## config.mk

```make
export PLATFORM = sky130hd
export DESIGN_NAME = multicycle_control
export DESIGN_NICKNAME = d
export VERILOG_FILES = /design/src/rtl/multicycle_control.sv
export SDC_FILE = /design/constraint.sdc
export NUM_CORES = 1
export LEC_CHECK = 0
export BUFFER_PORTS_ARGS = -buffer_cell sky130_fd_sc_hd__buf_2
export CORE_MARGIN = 1
export CORE_UTILIZATION = 50
export DETAILED_ROUTE_END_ITERATION = 8
export HOLD_SLACK_MARGIN = 0.1
export PLACE_DENSITY_LB_ADDON = 0.05
export SYNTH_ARGS = -nofsm -noshare
export SYNTH_HDL_FRONTEND = slang
export SYNTH_SLANG_ARGS = --single-unit
```

## constraint.sdc

```tcl
create_clock -name clk -period 4.4 [get_ports clk]
set_input_delay 0.66 -clock clk [delete_from_list [all_inputs] [get_ports clk]]
set_output_delay 0.66 -clock clk [all_outputs]
set_load 0.05 [all_outputs]
```

## src/rtl/multicycle_control.sv

```systemverilog
// Multicycle MIPS-style control unit: state sequencing, datapath control decode,
// memory-handshake timeout and sticky error flags.
module multicycle_control #(
  parameter int MEM_TIMEOUT = 15,
  parameter int TO_W        = 8
) (
  input  logic       clk,
  input  logic       rst_n,
  input  logic [5:0] opcode,
  input  logic       zero,
  input  logic       les,
  input  logic       upper,
  input  logic       mem_ready,
  output logic       PCWrite,
  output logic       IorD,
  output logic       MemRead,
  output logic       MemWrite,
  output logic       IRWrite,
  output logic       MemtoReg,
  output logic       RegDst,
  output logic       ALUSrcA,
  output logic       Jal,
  output logic [1:0] ALUSrcB,
  output logic [1:0] ALUOp,
  output logic [1:0] PCSource,
  output logic [1:0] RegWrite,
  output logic [1:0] sRdD,
  output logic [3:0] state,
  output logic       halted,
  output logic       illegal_op,
  output logic       bus_timeout,
  output logic       retire
);

  // state    | meaning
  // FETCH    | read instruction, PC+4, wait mem_ready
  // DECODE   | latch opcode, precompute branch target
  // MEM_ADDR | compute load/store address
  // MEM_RD   | data read, wait mem_ready
  // WB_MEM   | write loaded data to rt
  // MEM_WR   | data write, wait mem_ready
  // EXEC_R   | R-type ALU operation
  // WB_R     | write ALU result to rd
  // BRANCH   | beq/bne compare and conditional PC update
  // JUMP     | PC <- jump target
  // JAL      | PC <- jump target, link register write
  // HALT     | stopped until reset
  typedef enum logic [3:0] {
    S_FETCH    = 4'd0,
    S_DECODE   = 4'd1,
    S_MEM_ADDR = 4'd2,
    S_MEM_RD   = 4'd3,
    S_WB_MEM   = 4'd4,
    S_MEM_WR   = 4'd5,
    S_EXEC_R   = 4'd6,
    S_WB_R     = 4'd7,
    S_BRANCH   = 4'd8,
    S_JUMP     = 4'd9,
    S_JAL      = 4'd10,
    S_HALT     = 4'd11
  } state_t;

  state_t          st;
  logic [5:0]      op_q;
  logic [TO_W-1:0] to_cnt;
  logic            to_hit;
  logic            ready_q;

  assign to_hit = (to_cnt == TO_W'(MEM_TIMEOUT - 1));
  // Handshake terms are held off while reset is asserted.
  assign ready_q = mem_ready & rst_n;

  always_ff @(posedge clk or negedge rst_n) begin
    if (!rst_n) begin
      st          <= S_FETCH;
      op_q        <= 6'd0;
      to_cnt      <= '0;
      illegal_op  <= 1'b0;
      bus_timeout <= 1'b0;
    end else begin
      to_cnt <= '0;
      case (st)
        S_FETCH, S_MEM_RD, S_MEM_WR: begin
          if (mem_ready) begin
            case (st)
              S_FETCH:  st <= S_DECODE;
              S_MEM_RD: st <= S_WB_MEM;
              default:  st <= S_FETCH;
            endcase
          end else if (to_hit) begin
            st          <= S_HALT;
            bus_timeout <= 1'b1;
          end else begin
            to_cnt <= to_cnt + 1'b1;
          end
        end
        S_DECODE: begin
          op_q <= opcode;
          case (opcode)
            6'h00:        st <= S_EXEC_R;
            6'h23, 6'h2B: st <= S_MEM_ADDR;
            6'h04, 6'h05: st <= S_BRANCH;
            6'h02:        st <= S_JUMP;
            6'h03:        st <= S_JAL;
            default: begin
              st         <= S_HALT;
              illegal_op <= 1'b1;
            end
          endcase
        end
        S_MEM_ADDR: st <= (op_q == 6'h23) ? S_MEM_RD : S_MEM_WR;
        S_EXEC_R:   st <= S_WB_R;
        S_WB_MEM, S_WB_R, S_BRANCH, S_JUMP, S_JAL: st <= S_FETCH;
        S_HALT:     st <= S_HALT;
        default:    st <= S_HALT;
      endcase
    end
  end

  assign state  = st;
  assign halted = (st == S_HALT);

  always_comb begin
    PCWrite  = 1'b0;
    IorD     = 1'b0;
    MemRead  = 1'b0;
    MemWrite = 1'b0;
    IRWrite  = 1'b0;
    MemtoReg = 1'b0;
    RegDst   = 1'b0;
    ALUSrcA  = 1'b0;
    Jal      = 1'b0;
    ALUSrcB  = 2'b00;
    ALUOp    = 2'b00;
    PCSource = 2'b00;
    RegWrite = 2'b00;
    sRdD     = 2'b00;
    retire   = 1'b0;
    case (st)
      S_FETCH: begin
        MemRead = 1'b1;
        ALUSrcB = 2'b01;
        IRWrite = ready_q;
        PCWrite = ready_q;
      end
      S_DECODE: ALUSrcB = 2'b11;
      S_MEM_ADDR: begin
        ALUSrcA = 1'b1;
        ALUSrcB = 2'b10;
      end
      S_MEM_RD: begin
        MemRead = 1'b1;
        IorD    = 1'b1;
      end
      S_WB_MEM: begin
        RegWrite = 2'b01;
        MemtoReg = 1'b1;
        retire   = 1'b1;
      end
      S_MEM_WR: begin
        MemWrite = 1'b1;
        IorD     = 1'b1;
        retire   = ready_q;
      end
      S_EXEC_R: begin
        ALUSrcA = 1'b1;
        ALUOp   = 2'b10;
      end
      S_WB_R: begin
        RegDst   = 1'b1;
        RegWrite = 2'b11;
        retire   = 1'b1;
        if (les)        sRdD = 2'b01;
        else if (upper) sRdD = 2'b10;
      end
      S_BRANCH: begin
        ALUSrcA  = 1'b1;
        ALUOp    = 2'b01;
        PCSource = 2'b01;
        PCWrite  = ((op_q == 6'h04) && zero) || ((op_q == 6'h05) && !zero);
        retire   = 1'b1;
      end
      S_JUMP: begin
        PCSource = 2'b10;
        PCWrite  = 1'b1;
        retire   = 1'b1;
      end
      S_JAL: begin
        PCSource = 2'b10;
        PCWrite  = 1'b1;
        Jal      = 1'b1;
        RegWrite = 2'b01;
        retire   = 1'b1;
      end
      default: ;
    endcase
  end

endmodule

```

==> metrics.md, run 1 <==
| Metric | Value |
|---|---|
| Fraction of layout cells with a size suffix above 1 | between 30% and 40% |
| DRT antenna net count | 0 |
| CTS Buf Count | 3 |
| Nets@finish | 200 |
| Largest net degree at the start of global routing | 24 |
| Detailed placement HPWL | 2.19 mm |
| Die Y | roughly 55 microns |
| Syn_nets | 167 |
| Crit path max-delay family | flip-flops |
| Worst Hold Class | in -> async |
| IO Count | 39 |
| Starting Density | 54.4% |
| Layout Skew | approximately 0.0056 ns |
| Xor and xnor area share after synthesis | about 5.6% |
| Vias per inst | roughly 5.7 |
| Reg clk slew, reported paths | roughly 0.11 ns |
| Crit path capture type | output port |
| Crit path kind | reg -> out |
| Residual DRC | 0 |
| Synth top area cells | dfrtp_1 (36%), nor2_1 (7.0%), mux2_2 (4.8%) |
| Clk sinks | 20 |
| NetSw | between 0.0007 and 0.0008 W |
| Syn Inst Count | roughly 150 |
| RePlAce Congestion | a little under 0.8 |
| Post-synth EDFFs | 0 |
| Measured slew at the worst slew-check pin | ~0.7 ns |
| Worst EP arrival | between 2 and 2.5 ns |
| Later-pin clock latency in the skew report | around 0.30 ns |
| Relative slew slack | between 50% and 60% |
| Critical Path RT | about 3.7 ns |
| Die W | between 50 and 60 microns |
| Part of the power in the clock network | roughly 7.7% |
| Largest family of logic cells by synthesized area | simple AND/OR/NAND/NOR gates |
| CP Launch Type | register |
| Final cell count without fillers | between 200 and 250 |
| Final hold violation count | 0 |
| Most common cell after layout, fill and taps aside | buf_2 |
| CP Buf/Inv Count | 1 |
| Synth cell types | 52 |
| Area after DPL | approximately 1600 sq um |
| Worst-path fanout max | 20 |
| #FFs+latches synth | 20 |
| Power per cell area | roughly 850 nW/um^2 |
| Sequential share of the synthesized area | a little over a third |
| H-tree depth | 1 |
| GRT Util Overall | between 20% and 30% |
| Prevailing post-synth register cell | dfrtp_1 |
| CP cell instances | nand2b_1 > a21oi_1 > o21ai_0 > o211a_1 > buf_2 |
| Comb pwr share | 64.8% |
| Total wire length | 2.91 mm |
| Total negative slack | 0 ns |
| Mux share of post-synthesis cell area | 4.84% |
| Slowest stage delay, CP | 0.81 ns |
| Placement Rows | 18 |
| Average routed wire per standard cell | about 14 microns |
| Post-Synth Simple-Gate Area | 31.4% |
| Most frequent cells in the layout | buf_2 (38), nor2_1 (26), dfrtp_1 (20) |
| Die area | roughly 3000 sq um |
| F_max | between 300 and 400 MHz |
| Fin area | ~1600 sq um |
| CTS max path bufs | 2 |
| Tmin final | approximately 2.8 ns |
| Final-report max-slew violation count | 0 |
| Internal power | slightly below 0.0006 W |
| Setup Fix Bufs, Post-CTS | 0 |
| Core area | around 2600 sq um |
| Final Cycle Share | between 60% and 70% |
| Vias in the first global route | 1,032 |
| Average size of a mapped cell | 9.13 sq um |
| First-pass GRT wire length | approximately 4.7 mm |
| Number of gates resized after CTS | 0 |
| Complex-gate fraction of the synthesized area | between 10% and 20% |
| Initial antenna violation count | 0 |
| First-pass iteration count of the detailed router | 4 |
| YS warnings | 0 |
| CTS tree | done |
| Inst Count DP | 211 |
| Post-synthesis async set-or-reset flop share | between 90% and 100% |
| # setup viols final | 0 |
| Synth Area in Adders | approximately 1.8% |
| Cell type with the largest total area after synthesis | dfrtp_1 |
| Crit path max-delay cell type | dfrtp_1 |
| Grt total ovfl | 0 |
| RSZ-0062 raised after global routing | false |
| Ant diodes | 0 |
| Status | completed |
| Fin Hold WS | roughly 0.30 ns |
| Lkg Pwr | around 0.74 nW |
| Synth-to-Final Area Change | 14.1% |
| Sequential Power Share | between 20 and 30% |
| I/O Buffers | 38 |
| Maximum vdd drop | ~730 uV |
| Share of the synthesized area in the top cell type | 35.8% |
| Sw Ratio | 57.1% |
| DRT iter0 DRCs | 32 |
| DR vias | 1,230 |
| Clock root buffer | clkbuf_4 |
| Count of hold-fix buffers inserted at cts | 0 |
| Max Cap Viol | 0 |
| Mapped Area | roughly 1400 sq um |
==> flip-flops by register name, summed over array words and instances, names as in the netlist <==
signal and flops:
state 4, op_q 6, bus_timeout 1, to_cnt 8, illegal_op 1
==> cells in the mapped netlist (4+ instances only) <==
cell type and instances:
nor2_1 26, dfrtp_1 20, o21ai_0 7, mux2_2 6, nand2_1 6, xor2_1 6, buf_4 5, a21oi_1 4
and2_1 4, and3_1 4, nor2b_1 4, nor3_1 4
==> final cells by class <==
| type | count | area, sq um |
|---|---|---|
| clock buffers | 4 | 36.3 |
| inverters | 3 | 11.3 |
| flip-flops and latches | 20 | 500 |
| repair buffers | 38 | 190 |
| multi-input cells | 120 | 817 |
| well taps | 30 | 37.5 |
| fillers | 221 | 975 |
==> routing by layer <==
layer | vias to the layer above | global-route usage (%) | share of wire (%)
met1 | 576 | 29.0 | 46
met5 | - | 0 | 0
met4 | 0 | 8.97 | 1.8
met3 | 7 | 2.50 | 4.8
met2 | 41 | 36.7 | 47
li1 | 606 | - | -
==> logic make-up (layout without fill, tap and decap cells) <==
logic type               count (synthesis)  in the layout
multiplexers                             6              6
flip-flops                              20             20
AND/OR/NAND/NOR                         74             74
XOR/XNOR                                 9              9
AO/OA/AOI/OAI                           29             29
buffers and inverters                   13             45
adder cells (fa/ha/maj)                  2              2
==> power groups by stage <==
stage	Clock [W]	Sequential (W)	Combinational, W
final	0.000104	0.000371	0.000874
after global routing	0.000114	0.000385	0.000950
after CTS	0.000109	0.000369	0.000878
after detailed placement	0	0.000373	0.000876
after global placement	0	0.000368	0.000862
after floorplan	0	0.000348	0.000755
==> worst paths after layout <==
check	start	to	slack, ns	cells past startpoint
worst max-delay path	state[1]$_DFFE_PN0P_	retire	1.64	5
worst min-delay path	rst_n	to_cnt[4]$_DFF_PN0_	0.30	1
worst max register to register	state[1]$_DFFE_PN0P_	state[0]$_DFFE_PN0P_	2.57	4
worst min register to register	bus_timeout$_DFFE_PN0P_	bus_timeout$_DFFE_PN0P_	0.48	1
max in group asynchronous	rst_n	op_q[1]$_DFFE_PN0P_	3.77	1
min in group clk	bus_timeout$_DFFE_PN0P_	bus_timeout$_DFFE_PN0P_	0.48	1
==> stage by stage <==
step                util [%]  setup WS (ns)  power (W)
detailed placement      60.6           1.81    0.00125
global placement        60.6           1.88    0.00123
floorplan                  -           1.17    0.00110
finish                  62.0           1.64    0.00135
CTS                     62.0           1.64    0.00136
global route            62.0           1.40    0.00145
No activity file was read; power rests on OpenSTA's default activity.
==> run 2, diff against run 1 <==
clock period = 2.8 ns   (was 4.4 ns; I/O delays follow)
==> run 2 against run 1 <==
Against the previous run: utilization up 1.4 points; critical path depth unchanged; sequential share of layout area down 0.70 points; non-clock buffer count up 3; power up 59%; final cell count up 1.4%; first-iteration DRC count down 19%; combinational power up 61%.
==> metrics.md, run 2 (synthesized netlist as in run 1, its figures left out) <==
| Metric | Value |
|---|---|
| Most common cell after layout, fill and taps aside | buf_2 |
| Reg clk slew, reported paths | roughly 0.10 ns |
| GRT Util Overall | 20.7% |
| Die Y | between 50 and 60 microns |
| Starting Density | 54.4% |
| Crit path capture type | output port |
| Final Cycle Share | about 87% |
| Critical Path RT | approximately 2.4 ns |
| Die W | between 50 and 60 microns |
| Setup Fix Bufs, Post-CTS | 0 |
| Worst slack, placed | just over 0.7 ns |
| RSZ-0062 raised after global routing | false |
| First-pass iteration count of the detailed router | 4 |
| Measured slew at the worst slew-check pin | between 0.6 and 0.7 ns |
| Synth-to-Final Area Change | 16.7% |
| Fraction of layout cells with a size suffix above 1 | 32.4% |
| Later-pin clock latency in the skew report | between 0.2 and 0.3 ns |
| Vias per inst | ~5.6 |
| Average routed wire per standard cell | between 10 and 15 microns |
| CP Launch Type | register |
| Residual DRC | 0 |
| Grt total ovfl | 0 |
| CTS max path bufs | 2 |
| DR vias | around 1.2k |
| Crit path kind | reg -> out |
| Nets@finish | ~200 |
| Total wire length | between 2 and 3 mm |
| WL met1 | approximately 1.4 mm |
| Power, Total | ~0.0021 W |
| Placement Rows | 18 |
| Detailed placement HPWL | about 2.3 mm |
| Lkg Pwr | 0.762 nW |
| Most frequent cells in the layout | buf_2 (38), nor2_1 (26), dfrtp_1 (20) |
| Top reg by flops | to_cnt |
| First-pass GRT wire length | approximately 4.4 mm |
| Met2 WL | between 1 and 1.5 mm |
| Inst Count DP | approximately 210 |
| Clock root buffer | clkbuf_4 |
| Core area | between 2000 and 3000 sq um |
| # setup viols final | 0 |
| Final-report max-slew violation count | 0 |
| Power per cell area | around 1300 nW/um^2 |
| Largest register FFs | 8 |
| Status | completed |
| FF-to-FF path depth | 3 |
| RePlAce Congestion | about 0.80 |
| Largest net degree at the start of global routing | 20 |
| CTS Buf Count | 3 |
| Worst-path fanout max | 19 |
| I/O Buffers | 38 |
| Tmin final | 2.43 ns |
| Worst Hold Class | in -> reg |
| Setup ws final | between 0.3 and 0.4 ns |
| Hold depth | 2 |
| H-tree depth | 1 |
| CTS tree | done |
| DRT iter0 DRCs | 26 |
| WL met3 | roughly 120 microns |
| Layout Skew | ~0.0082 ns |
| Max layer used | met4 |
| IO Count | 39 |
| Maximum vdd drop | 1020 uV |
| Final hold violation count | 0 |
| Worst EP arrival | ~2 ns |
| Die area | 3010 sq um |
| Relative slew slack | between 50 and 60% |
| Clk sinks | 20 |
| F_max | roughly 400 MHz |
| DRT antenna net count | 0 |
| Max Cap Viol | 0 |
| Final cell count without fillers | roughly 220 |
| Vias in the first global route | ~1.0k |
| Initial antenna violation count | 0 |
| Ant diodes | 0 |
==> run 2: final timing paths <==
kind,slack [ns],start,to
worst max-delay path,0.37,state[0]$_DFFE_PN0P_,retire
worst min-delay path,0.40,opcode[4],op_q[4]$_DFFE_PN0P_
worst max register to register,0.97,state[0]$_DFFE_PN0P_,op_q[3]$_DFFE_PN0P_
worst min register to register,0.48,illegal_op$_DFFE_PN0P_,illegal_op$_DFFE_PN0P_
max in group asynchronous,1.84,rst_n,op_q[4]$_DFFE_PN0P_
min in group asynchronous,0.51,rst_n,bus_timeout$_DFFE_PN0P_
==> run 2: metrics by stage <==
step / TNS, ns / hold WS, ns / cell area (sq um) / utilization [%]
floorplan: -0.00321 / 0.124 / 1410 / -
global placement: 0 / 0.303 / 1580 / 61.6
detailed placement: 0 / 0.304 / 1580 / 61.6
CTS: 0 / 0.392 / 1630 / 63.5
global route: 0 / 0.393 / 1630 / 63.5
finish: 0 / 0.404 / 1630 / 63.5
==> run 2: repair_timing <==
action	CTS	global route
resized for setup	0	0
endpoints found under the hold margin	8	0
hold buffers	1	0
==> run 2: power breakdown <==
group	switching (W)	total [W]	internal (W)
clock network	0.0000827	0.000162	0.0000792
logic	0.000943	0.00141	0.000470
registers	0.000193	0.000567	0.000374
total	0.00122	0.00214	0.000924
==> run 2: cell type report <==
type	count	area, sq um
Clock buffer	4	36.3
Fill cell	227	938
Inverter	3	11.3
Multi-Input combinational cell	120	828
Sequential cell	20	500
Tap cell	30	37.5
Timing Repair Buffer	41	215
==> run 2: metal layers <==
| metal | vias up | global-route usage [%] |
|---|---|---|
| met1 | 579 | 26.8 |
| met4 | 0 | 8.55 |
| met5 | - | 0 |
| met2 | 33 | 34.9 |
| li1 | 613 | - |
| met3 | 4 | 1.67 |
==> run 2: critical path: stages, from the launching register on <==
cell	delay [ns]
dfrtp_1	0.77
nand2b_1	0.31
a21oi_1	0.18
o21ai_0	0.09
o211a_1	0.17
buf_2	0.21
==> run 3, diff against run 2 <==
PLACE_DENSITY = 0.84   (was not set)
PLACE_DENSITY_LB_ADDON = not set   (was 0.05)
==> run 3 against run 2 <==
Against the previous run: hold slack worse by 0.28 ns; register-to-register slack about the same; clock skew down 0.0064 ns; global-route usage up 3.1 points; largest power group unchanged; count of clock-buffer cells in the layout down 1; largest cell class unchanged; non-clock buffer count down 1; maximum frequency down 2.3%; first-iteration DRC count up 12%; power up 5.1%; flip-flop and latch count unchanged.
==> metrics.md, run 3 (synthesized netlist as in run 1, its figures left out) <==
| Metric | Value |
|---|---|
| Largest register FFs | 8 |
| DRT antenna net count | 0 |
| Reg clk slew, reported paths | 0.12 ns |
| Ant diodes | 0 |
| Maximum vdd drop | 1260 uV |
| Starting Density | between 50% and 60% |
| Reg2reg start | state[0]$_DFFE_PN0P_ |
| CP Launch Type | register |
| F_max | approximately 400 MHz |
| Count of hold-fix buffers inserted at cts | 0 |
| Worst-path fanout max | 19 |
| DRT iter0 DRCs | 29 |
| Die W | roughly 55 microns |
| Residual DRC | 0 |
| Measured slew at the worst slew-check pin | between 0.6 and 0.7 ns |
| Later-pin clock latency in the skew report | 0.31 ns |
| Number of gates resized after CTS | 0 |
| Power, Total | approximately 0.0023 W |
| Vias in the first global route | approximately 1.1k |
| Total wire length | approximately 3.2 mm |
| First-pass iteration count of the detailed router | 4 |
| Detailed placement HPWL | between 2 and 2.5 mm |
| Vias per inst | slightly below 6 |
| Placement Rows | 18 |
| First-pass GRT wire length | 5.04 mm |
| Final hold violation count | 0 |
| # setup viols final | 0 |
| Fin Hold WS | 0.120 ns |
| IO Count | 39 |
| Most common cell after layout, fill and taps aside | buf_2 |
| GRT Util Overall | about a quarter |
| Final Cycle Share | roughly 89% |
| Flop2flop setup slack | about 1 ns |
| Max Cap Viol | 0 |
| RePlAce Congestion | 0.813 |
| Setup Fix Bufs, Post-CTS | 0 |
| RSZ-0062 raised after global routing | false |
| DR vias | 1,285 |
| H-tree depth | 1 |
| Crit path capture type | output port |
| CTS Buf Count | 3 |
| I/O Buffers | 38 |
| Final core occ | between 60% and 70% |
| Fraction of layout cells with a size suffix above 1 | between 30% and 40% |
| Crit path max-delay cell type | dfrtp_1 |
| Die area | 3010 sq um |
| Core area | 2570 sq um |
| Worst EP arrival | 2.06 ns |
| Relative slew slack | between 50% and 60% |
| Status | completed |
| Worst Hold Class | in -> async |
| Grt total ovfl | 0 |
| Top reg by flops | to_cnt |
| Nets@finish | roughly 200 |
| Initial antenna violation count | 0 |
| CP cell instances | nand2b_1 > a21oi_1 > o21ai_0 > o211a_1 > buf_2 |
| Crit path kind | reg -> out |
| Die Y | ~55 microns |
| Clock root buffer | clkbuf_4 |
| Lkg Pwr | 0.765 nW |
| Largest net degree at the start of global routing | 22 |
| FF-to-FF path depth | 3 |
| Average routed wire per standard cell | 14.8 microns |
| Slowest stage delay, CP | slightly below 0.8 ns |
| Crit Reg-Reg Endpoint | op_q[3]$_DFFE_PN0P_ |
| Critical Path RT | around 2.4 ns |
| Clk sinks | 20 |
| CTS max path bufs | 2 |
| Tmin final | ~2.5 ns |
| CTS tree | done |
| Power per cell area | 1380 nW/um^2 |
| Most frequent cells in the layout | buf_2 (38), nor2_1 (26), dfrtp_1 (20) |
| Final-report max-slew violation count | 0 |
| Layout Skew | between 0.0015 and 0.002 ns |
| Synth-to-Final Area Change | 17.1% |
-- run 3: report_power, final --
group / internal [W] / leakage (nW) / switching [W]
clock network: 0.000145 / 0.0279 / 0.0000965
logic: 0.000470 / 0.483 / 0.000973
registers: 0.000374 / 0.254 / 0.000194
-- run 3: metrics by stage --
stage	instances	setup WS [ns]	instance area, sq um	setup TNS [ns]
after detailed placement	213	0.721	1580	0
after global placement	213	0.796	1580	0
after CTS	217	0.339	1640	0
after floorplan	153	-0.00321	1410	-0.00321
final	217	0.315	1640	0
after global routing	217	0.163	1640	0
-- run 3: critical path, delay by kind of cell, from the launching register on --
| kind | cells | cell delay, ns |
|---|---|---|
| DFF | 1 | 0.78 |
| AOI/OAI and AO/OA | 3 | 0.46 |
| and+or+nand+nor | 1 | 0.31 |
| buffers and inverters | 1 | 0.20 |
-- run 3: cell type report --
type / instances / area (sq um)
Clock inverter: 1 / 30.0
Clock buffer: 3 / 22.5
Multi-Input combinational cell: 120 / 828
Inverter: 3 / 11.3
Fill cell: 223 / 932
Timing Repair Buffer: 40 / 205
Sequential cell: 20 / 500
Tap cell: 30 / 37.5
-- run 3: metal layers --
metal	up-vias	wire length [microns]	track usage (%)
met5	-	0	0
met4	0	53	8.97
li1	611	-	-
met3	7	204	4.72
met1	617	1300	30.3
met2	50	1660	39.0
-- run 3: worst max-delay path by stage --
stage | startpoint | endpoint | cells past startpoint
5_1_grt | state[0]$_DFFE_PN0P_ | retire | 5
6_report | state[0]$_DFFE_PN0P_ | retire | 5
3_5_place_dp | state[0]$_DFFE_PN0P_ | retire | 5
4_1_cts | state[0]$_DFFE_PN0P_ | retire | 5
3_3_place_gp | state[0]$_DFFE_PN0P_ | retire | 5
2_1_floorplan | state[0]$_DFFE_PN0P_ | IorD | 3
